==> src/rtl/cmd_arb_pkg.sv <==
// Shared types and constants for the SD command-line arbiter.
package cmd_arb_pkg;

  localparam int CMD_W              = 40;
  localparam int RESP_W             = 136;
  localparam int DEF_TIMEOUT_CYCLES = 1024;

  typedef enum logic [2:0] {
    ST_IDLE      = 3'd0,
    ST_GRANT     = 3'd1,
    ST_ISSUE     = 3'd2,
    ST_WAIT_RESP = 3'd3,
    ST_ACK       = 3'd4,
    ST_DONE      = 3'd5,
    ST_ABORT     = 3'd6
  } state_t;

endpackage

==> src/rtl/cmd_arbiter_rr_picker.sv <==
// Combinational winner selection: round-robin from rr_ptr, or lowest index
// when CMD_ARB_FIXED_PRIO_EN is defined.
module rr_picker
  import cmd_arb_pkg::*;
#(
  parameter int NUM_REQ = 3,
  parameter int IDX_W   = 2
) (
  input  logic [NUM_REQ-1:0] req,
`ifndef CMD_ARB_FIXED_PRIO_EN
  input  logic [IDX_W-1:0]   rr_ptr,
`endif
  output logic [NUM_REQ-1:0] winner,
  output logic [IDX_W-1:0]   win_idx
);

`ifdef CMD_ARB_FIXED_PRIO_EN
  always_comb begin
    winner  = '0;
    win_idx = '0;
    // Scan from the top down so the lowest active index is written last.
    for (int i = NUM_REQ - 1; i >= 0; i--) begin
      if (req[i]) begin
        winner    = '0;
        winner[i] = 1'b1;
        win_idx   = IDX_W'(i);
      end
    end
  end
`else
  int cand;

  always_comb begin
    winner  = '0;
    win_idx = '0;
    cand    = 0;
    // Scan offsets farthest-first so the candidate nearest rr_ptr wins.
    for (int off = NUM_REQ - 1; off >= 0; off--) begin
      cand = int'(rr_ptr) + off;
      if (cand >= NUM_REQ) cand = cand - NUM_REQ;
      if (req[cand]) begin
        winner       = '0;
        winner[cand] = 1'b1;
        win_idx      = IDX_W'(cand);
      end
    end
  end
`endif

endmodule

==> src/rtl/cmd_arbiter.sv <==
// Shares one SD command-line phys controller among NUM_REQ requesters.
// Optional build macro: CMD_ARB_FIXED_PRIO_EN (fixed priority instead of round-robin).
module cmd_arbiter
  import cmd_arb_pkg::*;
#(
  parameter int NUM_REQ        = 3,
  parameter int TIMEOUT_CYCLES = DEF_TIMEOUT_CYCLES,
  parameter int CNT_W          = 11
) (
  input  logic                     sd_clock,
  input  logic                     reset,
  input  logic [NUM_REQ-1:0]       req,
  input  logic [CMD_W*NUM_REQ-1:0] req_cmd,
  output logic [NUM_REQ-1:0]       gnt,
  output logic [NUM_REQ-1:0]       done,
  output logic [RESP_W-1:0]        resp_data,
  output logic                     timeout_err,
  output logic [CMD_W-1:0]         phys_cmd,
  output logic                     phys_strobe_in,
  output logic                     phys_ack_in,
  output logic                     phys_idle_in,
  input  logic                     phys_strobe_out,
  input  logic                     phys_ack_out,
  input  logic [RESP_W-1:0]        phys_response
);

  localparam int IDX_W = (NUM_REQ > 1) ? $clog2(NUM_REQ) : 1;

  state_t             state;
  state_t             next_state;
  logic [NUM_REQ-1:0] pick_onehot;
  logic [IDX_W-1:0]   pick_idx;
  logic [IDX_W-1:0]   win_idx;
  logic [CNT_W-1:0]   cnt;
  logic               cnt_expired;

  assign cnt_expired = (cnt == CNT_W'(TIMEOUT_CYCLES - 1));

`ifdef CMD_ARB_FIXED_PRIO_EN
  rr_picker #(.NUM_REQ(NUM_REQ), .IDX_W(IDX_W)) u_picker (
    .req     (req),
    .winner  (pick_onehot),
    .win_idx (pick_idx)
  );
`else
  logic [IDX_W-1:0] rr_ptr;

  rr_picker #(.NUM_REQ(NUM_REQ), .IDX_W(IDX_W)) u_picker (
    .req     (req),
    .rr_ptr  (rr_ptr),
    .winner  (pick_onehot),
    .win_idx (pick_idx)
  );

  always_ff @(posedge sd_clock or posedge reset) begin
    if (reset) begin
      rr_ptr <= '0;
    end else if (state == ST_DONE) begin
      rr_ptr <= (win_idx == IDX_W'(NUM_REQ - 1)) ? '0 : win_idx + 1'b1;
    end
  end
`endif

  // NOTE: clocked state uses non-blocking assignments so every register
  // samples pre-edge values regardless of process ordering.
  always_ff @(posedge sd_clock or posedge reset) begin
    if (reset) state <= ST_IDLE;
    else       state <= next_state;
  end

  // NOTE: defaulting next_state first keeps this block free of inferred latches.
  always_comb begin
    next_state = state;
    case (state)
      ST_IDLE:      if (|req) next_state = ST_GRANT;
      ST_GRANT:     next_state = ST_ISSUE;
      ST_ISSUE:     next_state = ST_WAIT_RESP;
      ST_WAIT_RESP: begin
        // A response on the last counted cycle still beats the timeout.
        if (phys_strobe_out)  next_state = ST_ACK;
        else if (cnt_expired) next_state = ST_ABORT;
      end
      ST_ACK: begin
        if (phys_ack_out)     next_state = ST_DONE;
        else if (cnt_expired) next_state = ST_ABORT;
      end
      ST_ABORT:     next_state = ST_DONE;
      ST_DONE:      next_state = ST_IDLE;
      default:      next_state = ST_IDLE;
    endcase
  end

  always_comb begin
    phys_strobe_in = (state == ST_ISSUE);
    phys_ack_in    = (state == ST_ACK);
    phys_idle_in   = (state == ST_ABORT);
    done           = (state == ST_DONE) ? gnt : '0;
  end

  always_ff @(posedge sd_clock or posedge reset) begin
    if (reset) begin
      gnt         <= '0;
      win_idx     <= '0;
      phys_cmd    <= '0;
      resp_data   <= '0;
      cnt         <= '0;
      timeout_err <= 1'b0;
    end else begin
      case (state)
        ST_IDLE: begin
          if (|req) begin
            gnt     <= pick_onehot;
            win_idx <= pick_idx;
          end
        end
        ST_GRANT:     phys_cmd <= req_cmd[CMD_W*win_idx +: CMD_W];
        ST_ISSUE:     cnt <= '0;
        ST_WAIT_RESP: begin
          if (phys_strobe_out) begin
            resp_data <= phys_response;
            cnt       <= '0;
          end else begin
            cnt <= cnt + 1'b1;
          end
        end
        ST_ACK:       cnt <= cnt + 1'b1;
        ST_DONE: begin
          gnt         <= '0;
          phys_cmd    <= '0;
          timeout_err <= 1'b0;
        end
        default: ;
      endcase
      // Flag is raised on the way into ABORT and survives through DONE.
      if (next_state == ST_ABORT) timeout_err <= 1'b1;
    end
  end

endmodule

==> config.mk <==
export PLATFORM = sky130hd
export DESIGN_NAME = cmd_arbiter
export DESIGN_NICKNAME = d
export VERILOG_FILES = /design/src/rtl/cmd_arb_pkg.sv /design/src/rtl/cmd_arbiter_rr_picker.sv /design/src/rtl/cmd_arbiter.sv
export SDC_FILE = /design/constraint.sdc
export NUM_CORES = 1
export LEC_CHECK = 0
export BUFFER_PORTS_ARGS = -buffer_cell sky130_fd_sc_hd__buf_2
export CORE_AREA = 5 5 173 175
export DETAILED_ROUTE_END_ITERATION = 16
export DIE_AREA = 0 0 178 180
export SYNTH_ARGS = -nofsm -noshare
export SYNTH_HDL_FRONTEND = slang
export SYNTH_SLANG_ARGS = --single-unit
==> constraint.sdc <==
create_clock -name sd_clock -period 11.1 [get_ports sd_clock]
set_clock_uncertainty 0.05 [all_clocks]
set_input_delay 0 -clock sd_clock [delete_from_list [all_inputs] [get_ports sd_clock]]
set_output_delay 0 -clock sd_clock [all_outputs]
set_load 0.1 [all_outputs]
==> results of run 1 <==
## cell usage in the layout (no fill, tap or decap), types with 9 or more instances in the layout
| cell | Yosys | routed |
|---|---|---|
| buf_2 | 15 | 448 |
| dlygate4sd3_1 | 0 | 219 |
| dfrtp_1 | 198 | 197 |
| mux2_2 | 138 | 138 |
| nand2_1 | 58 | 58 |
| o21ai_0 | 47 | 47 |
| mux2i_1 | 41 | 41 |
| a22o_1 | 41 | 41 |
| clkbuf_16 | 0 | 17 |
| nor2_1 | 16 | 15 |
| a21oi_1 | 9 | 9 |
## through the flow
stage	worst slack [ns]	hold slack (ns)	instance area (um^2)	instances	util (%)
global route	7.71	0.0671	14000	1714	49.4
floorplan	5.65	0.100	8610	667	-
CTS	7.90	0.0148	14000	1711	49.3
finish	7.92	0.0283	14000	1714	49.4
global placement	7.96	0.182	11200	1460	39.5
detailed placement	7.94	0.185	11200	1460	39.5
## flip-flops by register name (all words and copies together) (netlist names)
name,cells
phys_cmd,40
timeout_err,1
gnt,3
win_idx,2
rr_ptr,2
cnt,11
state,3
resp_data,136
## worst max-delay path: cells and delay by family (launching register included)
| kind | cells | cell delay [ns] |
|---|---|---|
| buffers and inverters | 1 | 0.90 |
| flip-flops | 1 | 0.64 |
| AND/OR/NAND/NOR | 2 | 0.96 |
| multiplexers | 1 | 0.43 |
## how the worst max path moves through the flow
stage | startpoint | endpoint | slack [ns] | cells past startpoint
2_1_floorplan | reset | cnt[0] | 5.65 | 1
3_3_place_gp | state[2] | resp_data[16] | 7.96 | 4
3_5_place_dp | state[2] | resp_data[23] | 7.94 | 4
4_1_cts | state[2] | resp_data[75] | 7.90 | 4
5_1_grt | state[2] | resp_data[88] | 7.71 | 4
6_report | state[2] | resp_data[75] | 7.92 | 4
## what timing repair did
action / in CTS / in global routing
setup buffers: 0 / 0
hold buffers: 219 / 0
endpoints found under the hold margin: 310 / 0
## cell families (layout without fill, tap and decap cells)
family | after synthesis | after routing | share of synthesized area (%)
DFF | 198 | 198 | 57.5
muxes | 179 | 179 | 22.8
AOI/OAI and AO/OA | 117 | 117 | 9.53
and+or+nand+nor | 107 | 107 | 5.71
buffers and inverters | 55 | 715 | 3.18
xor gates and xnor gates | 8 | 8 | 0.814
adders and majority gates | 3 | 3 | 0.436
other | 0 | 3 | 0
## metal layers
layer,vias to the layer above,wire length (um),GRT usage [%]
met1,3764,11100,19.6
met3,53,2280,5.21
met5,-,0,0
met2,347,15200,32.5
li1,3682,-,-
met4,0,1190,7.98
## final cells by class
class                   count  area (um^2)
clock buffers              17          425
diodes                      3         7.51
well taps                 384          480
inverters                   9         41.3
fillers                  2546        14300
multi-input cells         414         3400
repair buffers            674         4490
clock inverters            15          175
flip-flops and latches    198         4960
==> run summary, run 1 <==
CTS tree -> done
fin crit share -> 28.6%
DRT Wirelength -> 29,800 um
DRT iter0 DRCs -> 340
yosys warns -> 0
Final setup viols -> 0
CP Data Arrival Time -> 3.43 ns
Routed wire per std cell -> 17.4 um
Final Wtd Congestion -> 0.879
global-route wire length before repair -> 46,200 um
fmax -> 0.315 GHz
r2r startpoint -> state[2]
Post-synth ARST share -> 100%
Core Rows -> 62
chip height -> 180 um
EDFF count, synth -> 0
number of antenna violations at the first check in global routing -> 3
Die ar. -> 0.0320 mm^2
sequential fraction of the synthesis area -> 57.5%
Worst path max stage delay -> 0.90 ns
DRC -> 0
Worst Setup Path Type -> register to register
Clock Tree Root -> clkbuf_16
share of layout cells above drive strength 1 -> 48.1%
top-count cell post-synth -> dfrtp_1
pin count of the biggest net entering global routing -> 128
Yosys top cell area share -> 57.5%
end of the worst hold path -> phys_cmd[31]
GRT overflow -> 0
CP Launch Type -> register
min cycle time layout -> 3.18 ns
Setup TNS -> 0 ns
clk buf depth -> 2
Mean Syn Cell Area -> 12.9 um^2
CTS sink cnt -> 198
CTS-repair resized insts -> 0
worst skew pair latency -> 0.44 ns
Synth Cell Area -> 0.00861 mm^2
area grow syn2layout -> 62.2%
Reg clk slew, reported paths -> 0.08 ns
Yosys reg bits -> 198
top cells by area, synth -> dfrtp_1 (58%), mux2_2 (18%), mux2i_1 (4.8%), a22o_1 (4.2%), o21ai_0 (2.7%)
Final Hold Vio Count -> 0
Syn Nets -> 933
DR vias -> 7,846
total CTS buffers -> 17
Worst R2R Path Depth -> 4
Synth Flop Type -> dfrtp_1
core area -> 0.0283 mm^2
vias per cell -> 4.58
CP Max Fanout -> 79
First-pass DRT Iterations -> 4
worst hold path class -> primary input to register
Slowest cell on crit path -> buf_4
Clock H-tree levels -> 4
RSZ-0062 raised after global routing -> false
Total GRT Usage -> 18.1%
Detail Route Antenna Nets -> 0
Worst-Margin Slew -> 1.01 ns
area leader, netlist -> dfrtp_1
vias in the first global route -> 8,520
Final #Nets -> 1,580
CP cell instances -> and2b_2 > nand3_4 > buf_4 > mux2_2
Setup crit end kind -> register
Yosys cell types -> 44
die width -> 178 um
top cell types by occurrence after synthesis -> dfrtp_1 (198), mux2_2 (138), nand2_1 (58)
HP Start -> req_cmd[31]
R2R Setup Slk -> 7.92 ns
status -> finished, final reports clean
Final Max Slew Viols -> 0
r2r endpoint -> resp_data[75]
Hold Path Stages -> 4
Syn Inst Count -> 667
io pins -> 449
CP required -> 11.35 ns
Max Cap Viol -> 0
PortBufs -> 448
Starting Density -> 30.4%
Final HPWL DP -> 20,300 um
Max-Slew Margin vs Limit -> 32.4%
Power of run 1 is not shown: default switching activity piles up to over one toggle a cycle in this logic, so the estimate is an artifact.
==> run 2, diff against run 1 <==
==> constraint.sdc (replaced) <==
create_clock -name sd_clock -period 3.3 [get_ports sd_clock]
set_clock_uncertainty 0.05 [all_clocks]
set_input_delay 0 -clock sd_clock [delete_from_list [all_inputs] [get_ports sd_clock]]
set_output_delay 0 -clock sd_clock [all_outputs]
set_load 0.1 [all_outputs]
==> run 2 against run 1 <==
  * Core utilization up 0.088 points
  * Critical path type unchanged
  * Global-route usage shrank 0.12 points
  * Non-clock buffer count grew 1
  * Final area is 0.18% higher
  * Via count increased by 0.14%
==> run summary, run 2 (same netlist as run 1, synthesis figures left out) <==
global-route wire length before repair -> 45,800 um (-0.94%)
Worst Setup Path Type -> register to register
RSZ-0062 raised after global routing -> false
Core Rows -> 62 (unchanged)
Final #Nets -> 1,581 (+0.063%)
DRC -> 0 (unchanged)
pin count of the biggest net entering global routing -> 151 (+18%)
Final Wtd Congestion -> 0.845 (-3.8%)
status -> finished, final reports clean
CP Launch Point -> state[2]
Final Max Slew Viols -> 0 (unchanged)
fmax -> 0.422 GHz (+34%)
Max-Slew Margin vs Limit -> 39.6% (+7.2 points)
CTS-repair resized insts -> 0 (unchanged)
Setup crit end kind -> register
vias per cell -> 4.58 (about the same)
Setup TNS -> 0 ns (unchanged)
worst skew pair latency -> 0.43 ns (about the same)
max reg flops -> 136 (unchanged)
CP Max Fanout -> 33 (-58%)
Final setup viols -> 0 (unchanged)
number of antenna violations at the first check in global routing -> 2 (-1)
min cycle time layout -> 2.37 ns (-0.807 ns)
DRT iter0 DRCs -> 281 (-17%)
DRT Wirelength -> 29,700 um (-0.40%)
core area -> 0.0283 mm^2 (unchanged)
largest registers -> resp_data x136, phys_cmd x40, cnt x11
chip height -> 180 um (unchanged)
most frequent cells in the layout -> buf_2 (448), dlygate4sd3_1 (217), dfrtp_1 (197)
r2r startpoint -> state[2]
Routed wire per std cell -> 17.3 um (-0.46%)
CTS sink cnt -> 198 (unchanged)
Max Cap Viol -> 0 (unchanged)
share of layout cells above drive strength 1 -> 48.2% (+0.11 points)
io pins -> 449 (unchanged)
Hold Path Stages -> 4 (unchanged)
most common cell after layout, fill and taps aside -> buf_2
total CTS buffers -> 17 (unchanged)
die width -> 178 um (unchanged)
PortBufs -> 448 (unchanged)
register name with the most flops -> resp_data
DR vias -> 7,857 (+0.14%)
clk buf depth -> 2 (unchanged)
vias in the first global route -> 8,499 (-0.25%)
Die ar. -> 0.0320 mm^2 (unchanged)
Final HPWL DP -> 19,900 um (-1.7%)
Worst-Margin Slew -> 0.898 ns (-0.116 ns)
GRT overflow -> 0 (unchanged)
hold slack -> 0.0542 ns (+0.0259 ns)
Starting Density -> 30.4% (unchanged)
Reg clk slew, reported paths -> 0.07 ns (about the same)
area grow syn2layout -> 62.5%
Clock H-tree levels -> 4 (unchanged)
Worst R2R Path Depth -> 4 (unchanged)
First-pass DRT Iterations -> 4 (unchanged)
Total GRT Usage -> 18.0% (-0.12 points)
Detail Route Antenna Nets -> 0 (unchanged)
# Post-CTS Setup Buffers -> 0 (unchanged)
fin crit share -> 71.7% (+43 points)
CP required -> 3.55 ns (-7.80 ns)
CP Data Arrival Time -> 2.62 ns (-0.81 ns)
Clock Tree Root -> clkbuf_16
worst hold path class -> primary input to register
cts-stage hold buffer count -> 217 (-0.91%)
Final Hold Vio Count -> 0 (unchanged)
CTS tree -> done
CP Launch Type -> register
Final Util -> 49.4% (+0.088 points)
HP Start -> req_cmd[30]
==> run 2: changes by cell type in the layout (fill, tap and decap cells not counted), sizes merged <==
cell	delta
clkinvlp	+4
clkbuf	+1
clkinv	-3
inv	-5
dlygate4sd3	-2
bufinv	+3
buf	+3
==> run 2: final cells by class <==
cell class | instances | area [um^2]
inverter | 9 | 37.5
tap | 384 | 480
multi-input combinational | 414 | 3400
fill | 2460 | 14300
clock buffer | 18 | 429
timing repair buffer | 675 | 4510
clock inverter | 14 | 173
antenna | 3 | 7.51
sequential | 198 | 4960
==> run 2: worst max-delay path: stages, from the launching register on <==
cell,delay (ns)
dfrtp_1,0.65
and2b_2,0.33
nand3_4,0.33
buf_4,0.46
mux2_2,0.40
==> run 2: worst paths after layout <==
| path | slack, ns | endpoint |
|---|---|---|
| max | 0.93 | resp_data[30] |
| min | 0.05 | phys_cmd[30] |
| max reg2reg | 0.93 | resp_data[30] |
| min reg2reg | 0.44 | timeout_err |
| max in group asynchronous | 2.23 | resp_data[63] |
| min in group asynchronous | 0.27 | cnt[0] |
==> run 2: through the flow <==
| stage | cell area [um^2] | cells | setup WS [ns] |
|---|---|---|---|
| global route | 14000 | 1714 | 0.791 |
| detailed placement | 11200 | 1463 | 0.954 |
| finish | 14000 | 1715 | 0.932 |
| floorplan | 8620 | 667 | 0.283 |
| CTS | 14000 | 1712 | 0.942 |
| global placement | 11200 | 1463 | 1.01 |
==> run 2: per-layer routing <==
layer | vias up | track usage (%) | routed length, um
met5 | - | 0 | 0
met4 | 0 | 8.51 | 1200
met3 | 62 | 4.47 | 2190
met2 | 363 | 32.2 | 15100
met1 | 3754 | 19.8 | 11200
li1 | 3678 | - | -
Power of run 2 is left out for the same reason.
